===== src/rtl/cvxif_copro_responder_if.sv =====
// CV-X-IF style issue / commit / result bundle between a core and a coprocessor.
// The core side uses the master modport and the coprocessor uses the slave modport.
interface cvxif_copro_responder_if #(
    parameter int XLEN    = 64,
    parameter int IdWidth = 3
);
    logic                 x_issue_valid_i;
    logic [31:0]          x_issue_instr_i;
    logic [IdWidth-1:0]   x_issue_id_i;
    logic [XLEN-1:0]      x_issue_rs1_i;
    logic [XLEN-1:0]      x_issue_rs2_i;
    logic [1:0]           x_issue_rs_valid_i;
    logic                 x_issue_ready_o;
    logic                 x_issue_accept_o;
    logic                 x_issue_writeback_o;

    logic                 x_commit_valid_i;
    logic [IdWidth-1:0]   x_commit_id_i;
    logic                 x_commit_kill_i;

    logic                 x_result_valid_o;
    logic                 x_result_ready_i;
    logic [IdWidth-1:0]   x_result_id_o;
    logic [4:0]           x_result_rd_o;
    logic [XLEN-1:0]      x_result_data_o;
    logic                 x_result_we_o;

    modport master (
        output x_issue_valid_i, x_issue_instr_i, x_issue_id_i, x_issue_rs1_i, x_issue_rs2_i,
               x_issue_rs_valid_i, x_commit_valid_i, x_commit_id_i, x_commit_kill_i,
               x_result_ready_i,
        input  x_issue_ready_o, x_issue_accept_o, x_issue_writeback_o, x_result_valid_o,
               x_result_id_o, x_result_rd_o, x_result_data_o, x_result_we_o
    );

    modport slave (
        input  x_issue_valid_i, x_issue_instr_i, x_issue_id_i, x_issue_rs1_i, x_issue_rs2_i,
               x_issue_rs_valid_i, x_commit_valid_i, x_commit_id_i, x_commit_kill_i,
               x_result_ready_i,
        output x_issue_ready_o, x_issue_accept_o, x_issue_writeback_o, x_result_valid_o,
               x_result_id_o, x_result_rd_o, x_result_data_o, x_result_we_o
    );
endinterface


===== src/rtl/cvxif_copro_responder.sv =====
// Custom-instruction coprocessor: decodes CUS_ADD / CUS_NOP / CUS_ADD_MULTI,
// queues accepted adds in a small FIFO, and retires the head in order once it
// has been committed (or drops it silently when it was killed).
module cvxif_copro_responder #(
    parameter int XLEN    = 64,
    parameter int IdWidth = 3,
    parameter int Depth   = 4
) (
    input logic clk_i,
    input logic rst_i,
    cvxif_copro_responder_if.slave bus
);
    localparam int AW  = $clog2(Depth);
    localparam int NID = 1 << IdWidth;

    typedef enum logic [1:0] {IDLE, EXEC, WAIT_CMT, RESP} state_e;

    state_e             state_q, state_d;
    logic [1:0]         cnt_q, cnt_d;
    logic [AW:0]        wr_ptr_q, wr_ptr_d, rd_ptr_q, rd_ptr_d;
    logic [NID-1:0]     cmt_flag_q, cmt_flag_d, kill_flag_q, kill_flag_d;
    logic [IdWidth-1:0] fifo_id_q   [Depth];
    logic [IdWidth-1:0] fifo_id_d   [Depth];
    logic [4:0]         fifo_rd_q   [Depth];
    logic [4:0]         fifo_rd_d   [Depth];
    logic [XLEN-1:0]    fifo_data_q [Depth];
    logic [XLEN-1:0]    fifo_data_d [Depth];
    logic               fifo_multi_q[Depth];
    logic               fifo_multi_d[Depth];

    logic               op_custom, is_add, is_nop, is_multi, rs_ok;
    logic               full_w, empty_w, handshake_w, accept_w, push_w, pop_w, resp_w;
    logic [AW:0]        count_w;
    logic [AW-1:0]      wr_idx, rd_idx, ent_off;
    logic [IdWidth-1:0] head_id;
    logic               head_cmt, head_kill;
    logic [NID-1:0]     pending_w;
    logic               unused_instr_bits;

    // Decode: custom-0 opcode with funct7 zero; funct3 selects the operation.
    assign op_custom = (bus.x_issue_instr_i[6:0] == 7'b0001011) && (bus.x_issue_instr_i[31:25] == 7'd0);
    assign is_add    = op_custom && (bus.x_issue_instr_i[14:12] == 3'b000);
    assign is_nop    = op_custom && (bus.x_issue_instr_i[14:12] == 3'b001);
    assign is_multi  = op_custom && (bus.x_issue_instr_i[14:12] == 3'b010);
    assign rs_ok     = is_nop || ((is_add || is_multi) && (bus.x_issue_rs_valid_i == 2'b11));
    assign unused_instr_bits = ^bus.x_issue_instr_i[24:15];

    assign wr_idx  = wr_ptr_q[AW-1:0];
    assign rd_idx  = rd_ptr_q[AW-1:0];
    assign count_w = wr_ptr_q - rd_ptr_q;
    assign empty_w = (wr_ptr_q == rd_ptr_q);
    assign full_w  = (wr_ptr_q[AW] != rd_ptr_q[AW]) && (wr_idx == rd_idx);

    // Issue response is purely combinational; forced low while reset is held.
    assign handshake_w             = bus.x_issue_valid_i && !full_w && !rst_i;
    assign accept_w                = handshake_w && rs_ok;
    assign push_w                  = accept_w && (is_add || is_multi);
    assign bus.x_issue_ready_o     = !full_w;
    assign bus.x_issue_accept_o    = accept_w;
    assign bus.x_issue_writeback_o = push_w;

    // Head commit status includes a commit arriving this very cycle.
    assign head_id   = fifo_id_q[rd_idx];
    assign head_cmt  = cmt_flag_q[head_id] || (bus.x_commit_valid_i && (bus.x_commit_id_i == head_id));
    assign head_kill = kill_flag_q[head_id] ||
                       (bus.x_commit_valid_i && bus.x_commit_kill_i && (bus.x_commit_id_i == head_id));

    assign resp_w               = (state_q == RESP);
    assign bus.x_result_valid_o = resp_w;
    assign bus.x_result_we_o    = resp_w;
    assign bus.x_result_id_o    = resp_w ? head_id : '0;
    assign bus.x_result_rd_o    = resp_w ? fifo_rd_q[rd_idx] : '0;
    assign bus.x_result_data_o  = resp_w ? fifo_data_q[rd_idx] : '0;

    // Head sequencing: latency countdown, commit wait, result hand-off.
    always_comb begin
        state_d = state_q;
        cnt_d   = cnt_q;
        pop_w   = 1'b0;
        case (state_q)
            IDLE: begin
                if (!empty_w) begin
                    state_d = EXEC;
                    cnt_d   = fifo_multi_q[rd_idx] ? 2'd3 : 2'd0;
                end
            end
            EXEC: begin
                if (cnt_q != 2'd0) begin
                    cnt_d = cnt_q - 2'd1;
                end else if (head_kill) begin
                    pop_w   = 1'b1;
                    state_d = IDLE;
                end else if (head_cmt) begin
                    state_d = RESP;
                end else begin
                    state_d = WAIT_CMT;
                end
            end
            WAIT_CMT: begin
                if (head_kill) begin
                    pop_w   = 1'b1;
                    state_d = IDLE;
                end else if (head_cmt) begin
                    state_d = RESP;
                end
            end
            RESP: begin
                if (bus.x_result_ready_i) begin
                    pop_w   = 1'b1;
                    state_d = IDLE;
                end
            end
            default: state_d = IDLE;
        endcase
    end

    // IDs still owning a queue slot after this cycle; commits to any other ID are dropped.
    always_comb begin
        pending_w = '0;
        ent_off   = '0;
        for (int i = 0; i < Depth; i++) begin
            ent_off = AW'(i) - rd_idx;
            if (({1'b0, ent_off} < count_w) && !(pop_w && (ent_off == '0))) begin
                pending_w[fifo_id_q[i]] = 1'b1;
            end
        end
        if (push_w) begin
            pending_w[bus.x_issue_id_i] = 1'b1;
        end
    end

    // Per-ID flags: cleared when the head retires, set by commits to live IDs.
    always_comb begin
        cmt_flag_d  = cmt_flag_q;
        kill_flag_d = kill_flag_q;
        if (pop_w) begin
            cmt_flag_d[head_id]  = 1'b0;
            kill_flag_d[head_id] = 1'b0;
        end
        if (bus.x_commit_valid_i && pending_w[bus.x_commit_id_i]) begin
            cmt_flag_d[bus.x_commit_id_i] = 1'b1;
            if (bus.x_commit_kill_i) begin
                kill_flag_d[bus.x_commit_id_i] = 1'b1;
            end
        end
    end

    // Queue pointers and storage write for the incoming entry.
    always_comb begin
        wr_ptr_d     = push_w ? wr_ptr_q + 1'b1 : wr_ptr_q;
        rd_ptr_d     = pop_w ? rd_ptr_q + 1'b1 : rd_ptr_q;
        fifo_id_d    = fifo_id_q;
        fifo_rd_d    = fifo_rd_q;
        fifo_data_d  = fifo_data_q;
        fifo_multi_d = fifo_multi_q;
        if (push_w) begin
            fifo_id_d[wr_idx]    = bus.x_issue_id_i;
            fifo_rd_d[wr_idx]    = bus.x_issue_instr_i[11:7];
            fifo_data_d[wr_idx]  = bus.x_issue_rs1_i + bus.x_issue_rs2_i;
            fifo_multi_d[wr_idx] = is_multi;
        end
    end

    // Control state with asynchronous reset; in-flight work is discarded.
    always_ff @(posedge clk_i or posedge rst_i) begin
        if (rst_i) begin
            state_q     <= IDLE;
            cnt_q       <= '0;
            wr_ptr_q    <= '0;
            rd_ptr_q    <= '0;
            cmt_flag_q  <= '0;
            kill_flag_q <= '0;
        end else begin
            state_q     <= state_d;
            cnt_q       <= cnt_d;
            wr_ptr_q    <= wr_ptr_d;
            rd_ptr_q    <= rd_ptr_d;
            cmt_flag_q  <= cmt_flag_d;
            kill_flag_q <= kill_flag_d;
        end
    end

    // Queue payload; validity is tracked entirely by the pointers.
    always_ff @(posedge clk_i) begin
        fifo_id_q    <= fifo_id_d;
        fifo_rd_q    <= fifo_rd_d;
        fifo_data_q  <= fifo_data_d;
        fifo_multi_q <= fifo_multi_d;
    end
endmodule


===== src/flat_wrapper.sv =====
// flat-port wrapper written by rule: the top's interface ports become plain ports
module cvxif_copro_responder_flat 
#(
    parameter int XLEN    = 64,
    parameter int IdWidth = 3,
    parameter int Depth   = 4
)
  (clk_i, rst_i, bus_x_issue_valid_i, bus_x_issue_instr_i, bus_x_issue_id_i, bus_x_issue_rs1_i, bus_x_issue_rs2_i, bus_x_issue_rs_valid_i, bus_x_commit_valid_i, bus_x_commit_id_i, bus_x_commit_kill_i, bus_x_result_ready_i, bus_x_issue_ready_o, bus_x_issue_accept_o, bus_x_issue_writeback_o, bus_x_result_valid_o, bus_x_result_id_o, bus_x_result_rd_o, bus_x_result_data_o, bus_x_result_we_o);
  cvxif_copro_responder_if #(.XLEN(XLEN), .IdWidth(IdWidth)) bus_i ();
  input logic clk_i;
  input logic rst_i;
  input wire logic [$bits(bus_i.x_issue_valid_i)-1:0] bus_x_issue_valid_i;
  input wire logic [$bits(bus_i.x_issue_instr_i)-1:0] bus_x_issue_instr_i;
  input wire logic [$bits(bus_i.x_issue_id_i)-1:0] bus_x_issue_id_i;
  input wire logic [$bits(bus_i.x_issue_rs1_i)-1:0] bus_x_issue_rs1_i;
  input wire logic [$bits(bus_i.x_issue_rs2_i)-1:0] bus_x_issue_rs2_i;
  input wire logic [$bits(bus_i.x_issue_rs_valid_i)-1:0] bus_x_issue_rs_valid_i;
  input wire logic [$bits(bus_i.x_commit_valid_i)-1:0] bus_x_commit_valid_i;
  input wire logic [$bits(bus_i.x_commit_id_i)-1:0] bus_x_commit_id_i;
  input wire logic [$bits(bus_i.x_commit_kill_i)-1:0] bus_x_commit_kill_i;
  input wire logic [$bits(bus_i.x_result_ready_i)-1:0] bus_x_result_ready_i;
  output wire logic [$bits(bus_i.x_issue_ready_o)-1:0] bus_x_issue_ready_o;
  output wire logic [$bits(bus_i.x_issue_accept_o)-1:0] bus_x_issue_accept_o;
  output wire logic [$bits(bus_i.x_issue_writeback_o)-1:0] bus_x_issue_writeback_o;
  output wire logic [$bits(bus_i.x_result_valid_o)-1:0] bus_x_result_valid_o;
  output wire logic [$bits(bus_i.x_result_id_o)-1:0] bus_x_result_id_o;
  output wire logic [$bits(bus_i.x_result_rd_o)-1:0] bus_x_result_rd_o;
  output wire logic [$bits(bus_i.x_result_data_o)-1:0] bus_x_result_data_o;
  output wire logic [$bits(bus_i.x_result_we_o)-1:0] bus_x_result_we_o;
  assign bus_i.x_issue_valid_i = bus_x_issue_valid_i;
  assign bus_i.x_issue_instr_i = bus_x_issue_instr_i;
  assign bus_i.x_issue_id_i = bus_x_issue_id_i;
  assign bus_i.x_issue_rs1_i = bus_x_issue_rs1_i;
  assign bus_i.x_issue_rs2_i = bus_x_issue_rs2_i;
  assign bus_i.x_issue_rs_valid_i = bus_x_issue_rs_valid_i;
  assign bus_i.x_commit_valid_i = bus_x_commit_valid_i;
  assign bus_i.x_commit_id_i = bus_x_commit_id_i;
  assign bus_i.x_commit_kill_i = bus_x_commit_kill_i;
  assign bus_i.x_result_ready_i = bus_x_result_ready_i;
  assign bus_x_issue_ready_o = bus_i.x_issue_ready_o;
  assign bus_x_issue_accept_o = bus_i.x_issue_accept_o;
  assign bus_x_issue_writeback_o = bus_i.x_issue_writeback_o;
  assign bus_x_result_valid_o = bus_i.x_result_valid_o;
  assign bus_x_result_id_o = bus_i.x_result_id_o;
  assign bus_x_result_rd_o = bus_i.x_result_rd_o;
  assign bus_x_result_data_o = bus_i.x_result_data_o;
  assign bus_x_result_we_o = bus_i.x_result_we_o;
  cvxif_copro_responder #(.XLEN(XLEN), .IdWidth(IdWidth), .Depth(Depth)) u_core (.clk_i(clk_i), .rst_i(rst_i), .bus(bus_i));
endmodule

===== config.mk =====
export PLATFORM = sky130hd
export DESIGN_NAME = cvxif_copro_responder_flat
export DESIGN_NICKNAME = d
export VERILOG_FILES = /design/src/rtl/cvxif_copro_responder_if.sv /design/src/rtl/cvxif_copro_responder.sv /design/src/flat_wrapper.sv
export SDC_FILE = /design/constraint.sdc
export NUM_CORES = 1
export LEC_CHECK = 0
export ABC_AREA = 1
export ABC_CLOCK_PERIOD_IN_PS = 6900
export CELL_PAD_IN_SITES_DETAIL_PLACEMENT = 0
export CELL_PAD_IN_SITES_GLOBAL_PLACEMENT = 1
export CORE_UTILIZATION = 42
export DETAILED_ROUTE_END_ITERATION = 10
export PLACE_DENSITY_LB_ADDON = 0.05
export SYNTH_ARGS = -nofsm -noshare
export SYNTH_HDL_FRONTEND = slang
export SYNTH_SLANG_ARGS = --single-unit

===== constraint.sdc =====
create_clock -name clk_i -period 6.9 [get_ports clk_i]
set_input_delay 1.035 -clock clk_i [delete_from_list [all_inputs] [get_ports clk_i]]
set_output_delay 1.035 -clock clk_i [all_outputs]
set_load 0.01 [all_outputs]

# After elaboration in Yosys (flattened, before gate mapping)
# Index checks and enable logic that the tools add are counted.
dict set report op_classes {
  n_addsub 9
  n_lt_le_gt_ge 21
  eq_ne 16
  muxes 73
  n_bitwise 11
  n_reduce_logical 51
}
# operator count
set op_table {}
lappend op_table {{256-bit bitwise mux} 1}
lappend op_table {{64-bit 2-to-1 mux} 4}
lappend op_table {{64-bit binary-select mux with 2-bit select} 1}
lappend op_table {{64-bit demux with 2-bit select} 1}
lappend op_table {{8-bit 2-to-1 mux} 10}
lappend op_table {{64-bit adder} 1}
lappend op_table {{8-bit bitwise OR} 6}
lappend op_table {{1-bit logical AND} 30}
lappend op_table {{3-bit by 4-bit less-than comparator with 1-bit output, second input constant} 7}
lappend op_table {{1-bit demux with 3-bit select} 7}
lappend op_table {{3-bit by 1-bit >= comparator with 1-bit output, second input constant} 7}
lappend op_table {{20-bit bitwise mux} 1}
lappend op_table {{5-bit 2-to-1 mux} 4}
lappend op_table {{2-bit 2-to-1 mux} 9}
lappend op_table {{1-bit 2-to-1 mux} 17}
lappend op_table {{8-bit bitwise AND} 2}
lappend op_table {{12-bit bitwise mux} 1}
lappend op_table {{2-bit by 3-bit less-than comparator with 1-bit output} 4}
lappend op_table {{3-bit 2-to-1 mux} 4}
lappend op_table {{5-bit binary-select mux with 2-bit select} 1}
lappend op_table {{5-bit demux with 2-bit select} 1}
lappend op_table {{2-bit zero test} 5}
lappend op_table {{1-bit binary-select mux with 3-bit select} 3}
lappend op_table {{8-bit NOT} 1}
lappend op_table {{other kinds (34)} 53}
dict set report word_totals {
  reg_bits 318
  in_bits 174
  output_inout_bits 77
  word_cells 203
}

# Logic depth before layout (Yosys ltp)
dict set report logic_depth {
  depth_word 26
  ltp_mapped 25
  mapped_depth_nobuf 23
}

# Worst setup path after synthesis
# Ideal clock, no wire load.
dict set report synth_timing {
  kind {register -> register}
  start {reg u_core.rd_ptr_q[0]}
  end {reg u_core.fifo_data_q[0] (netlist name) (enable)}
  setup_time_ns 0.507
  arrival_time_ns 5.651
  required_time_ns 6.393
  setup_slack_ns 0.741
  stages_incl_launch_ff 13
  n_path_buf 5
  period_less_slack_ns 6.159
  path_cell_list {dfrtp_1 -> inv_2 -> buf_6 -> clkbuf_1 -> clkbuf_1 -> clkbuf_1 -> ha_1 -> nand3_1 -> nand4_1 -> nor2_1 -> nand2_1 -> buf_2 -> nor2_1}
}
dict set report synth_between {
  elab_chain_cells 7
}
# item line
set synth_lines {}
lappend synth_lines {{start, declared} cvxif_copro_responder.sv:20} ;# logic [AW:0] wr_ptr_q, wr_ptr_d, rd_ptr_q, rd_ptr_d;
lappend synth_lines {{start signal, assigned} cvxif_copro_responder.sv:177} ;# rd_ptr_q <= rd_ptr_d;
lappend synth_lines {{2-bit equality test} cvxif_copro_responder.sv:52} ;# assign full_w = (wr_ptr_q[AW] != rd_ptr_q[AW]) && (wr_idx == rd_idx);
lappend synth_lines {{1-bit logical AND} cvxif_copro_responder.sv:52}
lappend synth_lines {{1-bit zero test} -}
lappend synth_lines {{named net bus_x_issue_ready_o} flat_wrapper.sv:22} ;# output wire logic [$bits(bus_i.x_issue_ready_o)-1:0] bus_x_issue_ready_o;
lappend synth_lines {{1-bit logical AND (2 in series)} cvxif_copro_responder.sv:55} ;# assign handshake_w = bus.x_issue_valid_i && !full_w && !rst_i;
lappend synth_lines {{1-bit logical AND} cvxif_copro_responder.sv:56} ;# assign accept_w = handshake_w && rs_ok;
lappend synth_lines {{named net bus_x_issue_accept_o} flat_wrapper.sv:23} ;# output wire logic [$bits(bus_i.x_issue_accept_o)-1:0] bus_x_issue_accept_o;
lappend synth_lines {{1-bit logical AND} cvxif_copro_responder.sv:57} ;# assign push_w = accept_w && (is_add || is_multi);
lappend synth_lines {{end signal, assigned} cvxif_copro_responder.sv:187} ;# fifo_data_q <= fifo_data_d;
lappend synth_lines {{end, declared} cvxif_copro_responder.sv:26} ;# logic [XLEN-1:0] fifo_data_q [Depth];
# The timed path passes the listed nets, and every way through them passes these cells.
# A chain may end at the register's enable or synchronous reset.

# Worst setup path after layout
dict set report layout_timing {
  start {reg u_core.rd_ptr_q[0]}
  end {out bus_x_issue_writeback_o}
}
dict set report layout_between {
  elab_chain_cells 7
}
# item line
set layout_lines {}
lappend layout_lines {{2-bit equality test} cvxif_copro_responder.sv:52}
lappend layout_lines {{1-bit logical AND} cvxif_copro_responder.sv:52}
lappend layout_lines {{1-bit zero test} cvxif_copro_responder.sv:55}
lappend layout_lines {{1-bit logical AND (2 in series)} cvxif_copro_responder.sv:55}
lappend layout_lines {{1-bit logical AND} cvxif_copro_responder.sv:56}
lappend layout_lines {{1-bit logical AND} cvxif_copro_responder.sv:57}
lappend layout_lines {{end, declared} flat_wrapper.sv:24} ;# output wire logic [$bits(bus_i.x_issue_writeback_o)-1:0] bus_x_issue_writeback_o;
# Every way passes these cells.

==> impl_metrics.env <==
export IMPL_yosysUniqueCellTypes=52
export IMPL_path_buf_inv=3
export IMPL_rr_endpoint="u_core.cmt_flag_q[5]"
export IMPL_setup_viol=0
export IMPL_maxSlewViolCount=0
export IMPL_worstMarginPinSlew_ns=1.02
export IMPL_synth_main_ff_cell="edfxtp_1"
export IMPL_viasPerCell=5.18
export IMPL_fillerInstances=3927
export IMPL_synth_area_per_cell_um2=9.02
export IMPL_setup_worst_path_end_class="output pin"
export IMPL_cts_path_max_buffers=3
export IMPL_use_met2_pct=40.1
export IMPL_hold_depth=1
export IMPL_cts_tree="done"
export IMPL_critPathArrivalTime_ns=4.02
export IMPL_placementRows=75
export IMPL_cts_resized=0
export IMPL_ant_nets=0
export IMPL_grt_max_degree=113
export IMPL_cp_max_fo=63
export IMPL_routed_wirelength_mm=50.0
export IMPL_status="finished, final reports clean"
export IMPL_ios=251
export IMPL_leakage_nw=8.47
export IMPL_core_area_um2=42100
export IMPL_drcViolationCount=0
export IMPL_hpwl_mm=34.6
export IMPL_initial_core_util_pct=42.8
export IMPL_syn_num_nets=2252
export IMPL_synth_top_area_share_pct=48.7
export IMPL_use_met1_pct=29.8
export IMPL_path_class="flip-flop to output pin"
export IMPL_grt_overflow=0
export IMPL_drt_iter0_drc=774
export IMPL_hold_class="flip-flop to flip-flop"
export IMPL_reg2reg_slack_ns=2.40
export IMPL_crit_slowest_cell="dfrtp_4"
export IMPL_cap_violations=0
export IMPL_n_antenna_cell=0
export IMPL_power_density_nw_per_um2=313
export IMPL_grt_pass1_vias=14200
export IMPL_clkSinkCount=318
export IMPL_firstDrtPassIters=7
export IMPL_synth_edf_count=292
export IMPL_startpoint_type="flip-flop"
export IMPL_fin_setup_tns_ns=0
export IMPL_netlist_top_cells_count="427 x nor2_1, 292 x edfxtp_1, 223 x inv_1, 189 x nand2_1, 187 x o21ai_0"
export IMPL_met3_usage_pct=2.10
export IMPL_ir_drop_mv=0.258
export IMPL_netlist_area_um2=18000
export IMPL_crit_family="buffers and inverters"
export IMPL_cts_buffers=31
export IMPL_synth_area_leaders="edfxtp_1 49%, nor2_1 8.9%, ha_1 5.5%"
export IMPL_required_ns=5.86
export IMPL_grt_pass1_wl_mm=76.9
export IMPL_r2r_start="u_core.rd_ptr_q[1]"
export IMPL_dp_cells=2721
export IMPL_yosysSeqAreaShare_pct=52.3
export IMPL_skew_ns=0.0120
export IMPL_busiest_layer="met2"
export IMPL_hold_violations=0
export IMPL_hold_buffers=0
export IMPL_areaGrowthSynthToFinish_pct=21.7
export IMPL_cts_root_buf="clkbuf_16"
export IMPL_hold_path_startpoint="u_core.rd_ptr_q[2]"
export IMPL_fin_crit_sh_pct=73.3
export IMPL_yosysTopAreaCell="edfxtp_1"
export IMPL_fin_cells=2778
export IMPL_grt_total_usage_pct=22.6
export IMPL_die_area_um2=43700
export IMPL_fin_crit_ns=5.05
export IMPL_cpPeakStageDelay_ns=0.91
export IMPL_netlist_instances=1997
export IMPL_multi_input_area_um2=7490
export IMPL_fin_nets=2470
export IMPL_drive_above_1_share_pct=4.69
export IMPL_cts_setup_buffers=0
export IMPL_postSynthRegisterBits=318
export IMPL_slew_headroom_pct=31.9
export IMPL_yosys_warnings=0
export IMPL_htreeDepth=1
export IMPL_ff_latch_area_um2=9430
export IMPL_io_buffers=240
export IMPL_num_vias=14400
export IMPL_p_total_mw=6.85
export IMPL_hold_path_end="u_core.rd_ptr_q[2]"
export IMPL_worst_r2r_cell_count=18
export IMPL_max_freq_mhz=198
export IMPL_place_congestion=0.890
export IMPL_rsz0062_at_grt="false"
export IMPL_yosysMostFrequentCell="nor2_1"
export IMPL_crit_cells=8
export IMPL_antenna_found_initial=0
export IMPL_clkTransAtPathRegs_ns=0.06
export IMPL_clock_latency_ns=0.56
export IMPL_routedWlPerCell_um=18.0
export IMPL_path_cells="inv_4, ha_1, nand3_1, nand4_1, nor2_1, nand2_1, inv_1, clkdlybuf4s50_1"
export IMPL_die_x_um=209
export IMPL_die_height_um=209
export IMPL_async_flop_share_pct=8.18
-- layer usage --
| metal | vias up | wire (µm) |
|---|---|---|
| li1 | 7251 | - |
| met1 | 6753 | 22500 |
| met2 | 344 | 24300 |
| met3 | 55 | 2190 |
| met4 | 0 | 927 |
| met5 | - | 0 |
-- worst register-to-register path: cells and delay by family (launching register included) --
family	cells	cell delay (ns)
simple gates	9	0.81
compound gates	1	0.52
flops	1	0.70
buf+inv	6	1.48
fa+ha+maj	2	0.93
-- power by group --
group          switching [mW]  internal [mW]  total (mW)  leakage, nW
clock network           0.680          0.896        1.58        0.463
registers               0.127           2.26        2.39         2.92
logic                    1.85           1.03        2.89         5.09
total                    2.66           4.19        6.85         8.47
-- kinds of logic (layout without fill, tap and decap cells) --
| family | Yosys count | after routing | share of synthesized area, % |
|---|---|---|---|
| xor+xnor | 70 | 70 | 3.40 |
| simple gates | 782 | 782 | 18.7 |
| compound gates | 452 | 452 | 13.5 |
| flops | 318 | 318 | 52.3 |
| buf+inv | 294 | 536 | 6.37 |
| fa+ha+maj | 81 | 81 | 5.71 |
-- worst max-delay path by stage --
stage	start	to
finish	u_core.rd_ptr_q[0]	bus_x_issue_writeback_o
floorplan	u_core.rd_ptr_q[0]	u_core.fifo_data_q[0]
global placement	bus_x_issue_rs2_i[0]	u_core.fifo_data_q[122]
CTS	u_core.rd_ptr_q[0]	bus_x_issue_writeback_o
detailed placement	bus_x_issue_rs2_i[0]	u_core.fifo_data_q[58]
global route	u_core.rd_ptr_q[0]	bus_x_issue_writeback_o
-- registers in the layout, summed over array words and instances, names as in the netlist --
register / cells
u_core.fifo_data_q: 256
u_core.fifo_rd_q: 20
u_core.fifo_id_q: 12
u_core.cmt_flag_q: 8
u_core.kill_flag_q: 8
u_core.fifo_multi_q: 4
u_core.rd_ptr_q: 3
u_core.wr_ptr_q: 3
u_core.cnt_q: 2
u_core.state_q: 2
-- final cells by class --
cell class / instances / area share [%]
clock buffers: 38 / 3.66
clock inverters: 19 / 0.656
inverters: 229 / 3.94
multi-input cells: 1385 / 34.2
flip-flops and latches: 318 / 43.0
well taps: 539 / 3.08
repair buffers: 250 / 11.5
-- layout by cell type, fill, tap and decap left out, types with 10 or more instances in the layout --
cell type,netlist,routed
nand4_1,20,20
nor3_1,32,32
clkbuf_16,0,31
clkinv_1,1,11
nand3_1,63,63
o21ai_0,187,187
ha_1,79,79
nand3_2,16,16
xor2_1,38,38
edfxtp_1,292,292
inv_1,223,223
nand2_2,10,10
dfrtp_1,26,24
clkdlybuf4s50_1,0,240
nor2_1,427,423
nand2_1,189,188
o21ai_1,12,12
xnor2_1,32,32
a31oi_1,37,37
a21oi_1,171,171
-- per-stage QoR --
step | utilization (%) | worst slack, ns | area, µm² | hold slack (ns)
global placement | 49.8 | 1.84 | 21000 | 0.482
global route | 52.0 | 1.49 | 21900 | 0.540
detailed placement | 49.8 | 1.78 | 21000 | 0.497
CTS | 52.0 | 1.77 | 21900 | 0.510
floorplan | - | 0.741 | 18000 | 0.464
finish | 52.0 | 1.85 | 21900 | 0.504
(Power assumes the default switching activity.)
